**src/rtl/frame_scan_rd.sv**
```systemverilog
// frame_scan_rd: raster-order 7x7 window reader with credit-limited requests and an output window FIFO.
// Every issued tag is queued until its fixed-latency memory return, then stored alongside the pixel data.
module frame_scan_rd #(
   parameter int ROWS       = 128,
   parameter int COLS       = 128,
   parameter int MEM_LAT    = 2,
   parameter int FIFO_DEPTH = 4
) (
   input  logic         clk,
   input  logic         rst,
   input  logic         start,
   output logic         busy,
   output logic         done,
   output logic         clk_en_r,
   output logic [6:0]   row_r,
   output logic [6:0]   col_r,
   output logic         addr_r_valid,
   input  logic [489:0] pixel_r,
   input  logic         pixel_r_valid,
   output logic [489:0] win_data,
   output logic [6:0]   win_row,
   output logic [6:0]   win_col,
   output logic         win_last,
   output logic         win_valid,
   input  logic         win_ready,
   output logic         err_unexp
);
   localparam int PW = $clog2(FIFO_DEPTH);
   localparam int CW = PW + 1;
   localparam logic [1:0] IDLE = 2'd0, SCAN = 2'd1, DRAIN = 2'd2, DONE = 2'd3;
   localparam logic [13:0] LAST_TAG = {7'(ROWS - 1), 7'(COLS - 1)};
   logic [1:0]      state;
   logic [CW-1:0]   fcnt, infl, widx;
   logic [PW-1:0]   wp, rp;
   logic [489:0]    fdata [FIFO_DEPTH];
   logic [13:0]     ftag [FIFO_DEPTH];
   logic [FIFO_DEPTH-1:0] flast;
   logic [13:0]     tq [MEM_LAT];
   logic            go, issue, ret, unexp, pop, fin, last_rc;
   assign go           = start && state == IDLE;
   // credits: every slot already reserved by the FIFO or by an in-flight read blocks a new request
   assign issue        = state == SCAN && ({1'b0, fcnt} + {1'b0, infl}) < (CW + 1)'(FIFO_DEPTH);
   assign addr_r_valid = issue;
   assign ret          = pixel_r_valid && infl != '0;
   assign unexp        = pixel_r_valid && infl == '0;
   assign win_valid    = fcnt != '0;
   assign pop          = win_valid && win_ready;
   assign widx         = infl - CW'(ret);
   assign last_rc      = row_r == 7'(ROWS - 1) && col_r == 7'(COLS - 1);
   // look ahead on the final pop so done follows the last accept by one cycle
   assign fin          = infl == '0 && (fcnt == '0 || (fcnt == CW'(1) && pop));
   assign busy         = state != IDLE;
   assign clk_en_r     = busy;
   assign done         = state == DONE;
   assign win_data     = win_valid ? fdata[rp] : '0;
   assign win_row      = win_valid ? ftag[rp][13:7] : '0;
   assign win_col      = win_valid ? ftag[rp][6:0] : '0;
   assign win_last     = win_valid && flast[rp];
   always_ff @(posedge clk) begin
      if (rst) begin
         state     <= IDLE;
         fcnt      <= '0;
         infl      <= '0;
         wp        <= '0;
         rp        <= '0;
         row_r     <= '0;
         col_r     <= '0;
         err_unexp <= 1'b0;
      end else begin
         state     <= state == IDLE ? (start ? SCAN : IDLE) :
                      state == SCAN ? (issue && last_rc ? DRAIN : SCAN) :
                      state == DRAIN ? (fin ? DONE : DRAIN) : IDLE;
         infl      <= infl + CW'(issue) - CW'(ret);
         fcnt      <= fcnt + CW'(ret) - CW'(pop);
         wp        <= wp + PW'(ret);
         rp        <= rp + PW'(pop);
         err_unexp <= (err_unexp && !go) || unexp;
         if (go) begin
            row_r <= '0;
            col_r <= '0;
         end else if (issue) begin
            col_r <= col_r == 7'(COLS - 1) ? 7'd0 : col_r + 7'd1;
            row_r <= col_r != 7'(COLS - 1) ? row_r : row_r == 7'(ROWS - 1) ? 7'd0 : row_r + 7'd1;
         end
      end
   end
   always_ff @(posedge clk) begin
      if (ret) begin
         fdata[wp] <= pixel_r;
         ftag[wp]  <= tq[0];
         flast[wp] <= tq[0] == LAST_TAG;
      end
      for (int i = 0; i < MEM_LAT; i++)
         tq[i] <= issue && widx == CW'(i) ? {row_r, col_r} : ret ? tq[(i + 1) % MEM_LAT] : tq[i];
   end
endmodule
```
**config.mk**
```make
export PLATFORM = sky130hd
export DESIGN_NAME = frame_scan_rd
export DESIGN_NICKNAME = d
export VERILOG_FILES = /design/src/rtl/frame_scan_rd.sv
export SDC_FILE = /design/constraint.sdc
export NUM_CORES = 2
export LEC_CHECK = 0
export BUFFER_PORTS_ARGS = -buffer_cell sky130_fd_sc_hd__buf_2
export CAP_MARGIN = 0
export CORE_ASPECT_RATIO = 0.5
export CORE_MARGIN = 5
export CORE_UTILIZATION = 46
export CTS_BUF_LIST = sky130_fd_sc_hd__clkbuf_16
export CTS_CLUSTER_DIAMETER = 150
export CTS_CLUSTER_SIZE = 12
export DETAILED_ROUTE_END_ITERATION = 6
export PLACE_DENSITY = 0.66
export SETUP_SLACK_MARGIN = 0.4
export SLEW_MARGIN = 20
export SYNTH_ARGS = -nofsm -noshare
export SYNTH_HDL_FRONTEND = slang
export SYNTH_SLANG_ARGS = --single-unit
```
**constraint.sdc**
```tcl
create_clock -name clk -period 104.6 [get_ports clk]
set_clock_uncertainty 0.1 [all_clocks]
set_input_delay 20.92 -clock clk [delete_from_list [all_inputs] [get_ports clk]]
set_output_delay 20.92 -clock clk [all_outputs]
set_load 0.02 [all_outputs]
```
==> impl_metrics.json <==
{
  "synthXorXnorAreaFrac": 0.00122,
  "avgSynthCellArea_sq_um": 23.0,
  "finalSetupViolCount": 0,
  "io_buffers": 1019,
  "status": "complete, no violations",
  "grt_pass1_wl_um": 277000,
  "wire_per_inst_um": 28.0,
  "synthArstFlopShare": 0,
  "ys_types": 50,
  "end_kind": "output pin",
  "gp_routability_congestion": 0.843,
  "die_x_um": 596,
  "grt_max_degree": 242,
  "slew_headroom": 0.246,
  "tightestPinTransition_ns": 1.13,
  "detail-route-antenna-nets": 0,
  "ctsLongestPathBuffers": 4,
  "dpl.hpwl_um": 124000,
  "clock_sinks": 2075,
  "powerDensity_nw_per_um2": 26.7,
  "finalHoldViolations": 0,
  "h-tree-depth": 4,
  "yosysSeqAreaShare": 0.787,
  "slew_viol_final": 0,
  "clk_pin_slew_worst_paths_ns": 0.06,
  "rsz0062_at_grt": "no",
  "cts_made_buffers": 198,
  "cap_viol_max_count": 0,
  "synth_ff_type": "edfxtp_1",
  "dieArea_sq_um": 180000,
  "drt_wl_total_um": 194000,
  "via_count": 38600,
  "timing.hold.ws_ns": 0.383,
  "cp_data_arrival_time_ns": 5.72,
  "start_util": 0.463,
  "tns_ns": 0,
  "syn_area_sq_um": 78900,
  "post_cts_resize_count": 0,
  "drive_gt1_frac": 0.397,
  "hold_class": "register to register",
  "drt_iter0_markers": 3089,
  "yosys_warnings": 0,
  "detail_route.vias_per_cell": 5.56,
  "path_class": "register to output pin",
  "grt_pass1_vias": 40300,
  "die_h_um": 303,
  "nFillCells": 13100,
  "yosys_register_bits": 2075,
  "clk-insertion-delay-late_ns": 0.84,
  "synth-compound-area-share": 0.00168,
  "min_period_over_period": 0.256,
  "hold_buffers": 0,
  "io_pins": 1020,
  "core_sq_um": 170000,
  "p_leak_uw": 0.0308,
  "syn_nets": 3945,
  "fin_ws_ns": 77.86,
  "area_delta_synth_final_pct": 16.5,
  "grt.total_usage": 0.210,
  "synth_top_family_by_area": "multiplexers",
  "required_ns": 83.58,
  "irDropWorstVdd_uv": 19.6,
  "synth_cells": 3436,
  "cts_root_buffer": "clkbuf_16",
  "grt_remaining_overflow": 0,
  "rows": 107,
  "drtPass1Iterations": 5,
  "synth_edf_count": 2048,
  "synthSimpleGateAreaFrac": 0.0467,
  "synth_fa_ha_area_frac": 0.00241,
  "cp-start-kind": "register",
  "clock.fmax_mhz": 37.4,
  "antenna_found_initial": 134,
  "cts_tree": "done",
  "muxShareOfSynthArea": 0.149,
  "place_ws_ns": 78.23,
  "fin_nets": 5038,
  "postCtsSetupBuffers": 0,
  "drc": 0,
  "cp_max_fo": 132,
  "finalCriticalPeriod_ns": 26.74
}
-- cells in the final DEF, fill, tap and decap left out, types with 10 or more instances in the layout --
cell type / count
nor2_1: 17
nand4_1: 11
diode_2: 91
buf_4: 40
ha_1: 12
mux2_2: 10
mux4_2: 505
inv_1: 42
edfxtp_1: 2048
a21oi_1: 10
buf_2: 1019
and2_1: 508
dfxtp_1: 25
clkbuf_16: 202
-- metal layers --
layer,routed length [um],track usage
met3,8710,0.0378
met4,12200,0.133
met5,95,0
met1,66700,0.235
met2,107000,0.376
-- critical path: stages (launching register included) --
cell,delay (ns)
dfxtp_4,0.99
buf_12,0.57
buf_12,0.62
buf_4,0.54
buf_4,0.76
mux4_2,0.40
and2_1,0.20
buf_2,0.17
-- synthesized netlist by cell type (all sizes together), types with 2 or more instances --
cell type / count / area (sq um)
a21oi: 10 / 50.1
a31o: 2 / 17.5
and2: 508 / 3180
and3: 4 / 25.0
and4: 3 / 26.3
buf: 105 / 663
clkbuf: 72 / 270
dfxtp: 27 / 541
edfxtp: 2048 / 61500
fa: 2 / 40.0
ha: 12 / 150
inv: 12 / 47.6
mux2: 28 / 349
mux2i: 2 / 20.0
mux4: 505 / 11400
nand2: 9 / 33.8
nand2b: 3 / 18.8
nand3: 6 / 42.5
nand4: 12 / 90.1
nor2: 18 / 67.6
nor2b: 7 / 51.3
nor3: 5 / 36.3
nor3b: 2 / 15.0
nor4: 3 / 18.8
o21ai: 3 / 15.0
o41ai: 2 / 17.5
or2: 2 / 12.5
or3: 5 / 31.3
or4: 2 / 15.0
xnor2: 8 / 70.1
xor2: 3 / 26.3
-- path summary, 6_finish.rpt --
kind / startpoint / to / slack [ns] / cells past startpoint
worst max-delay path: rp[1]$_SDFF_PP0_ / win_data[372] / 77.86 / 7
worst min-delay path: err_unexp$_SDFF_PP0_ / err_unexp$_SDFF_PP0_ / 0.38 / 1
worst max register to register: infl[2]$_SDFF_PP0_ / fdata[0][428]$_DFFE_PP_ / 99.22 / 8
worst min register to register: err_unexp$_SDFF_PP0_ / err_unexp$_SDFF_PP0_ / 0.38 / 1
-- stage by stage --
step                cells  cell area [sq um]  power [uW]   util
floorplan            3436              78900        1690      -
global placement     6615              86400        1850  0.507
detailed placement   6615              86400        1860  0.507
CTS                  6851              91600        2480  0.538
global route         6920              91800        2550  0.539
finish               6945              91900        2450  0.540
-- flip-flops by register name (all words and copies together) (netlist names) --
register and cells:
infl 3, rp 2, fcnt 3, fdata 1960
state 2, flast 4, tq 28, row_r 7
wp 2, ftag 56, err_unexp 1, col_r 7
-- cell type report --
type	count	area, sq um	share of cell area
Sequential cell	2075	62000	0.675
Multi-Input combinational cell	1172	15900	0.173
Timing Repair Buffer	1070	5630	0.0613
Clock buffer	202	5050	0.0550
Tap cell	2289	2860	0.0312
Antenna cell	91	228	0.00248
Clock inverter	34	150	0.00163
Inverter	12	47.5	0.000517
-- logic make-up after synthesis --
logic type | after synthesis
buffers and inverters | 189
adders and majority gates | 14
DFF | 2075
AOI/OAI and AO/OA | 21
muxes | 535
and+or+nand+nor | 591
xor gates and xnor gates | 11
-- power by group --
group          internal (uW)  switching [uW]
clock                    340             284
combinational            295             467
sequential              1030            31.0
No activity file was read; power rests on OpenSTA's default activity.
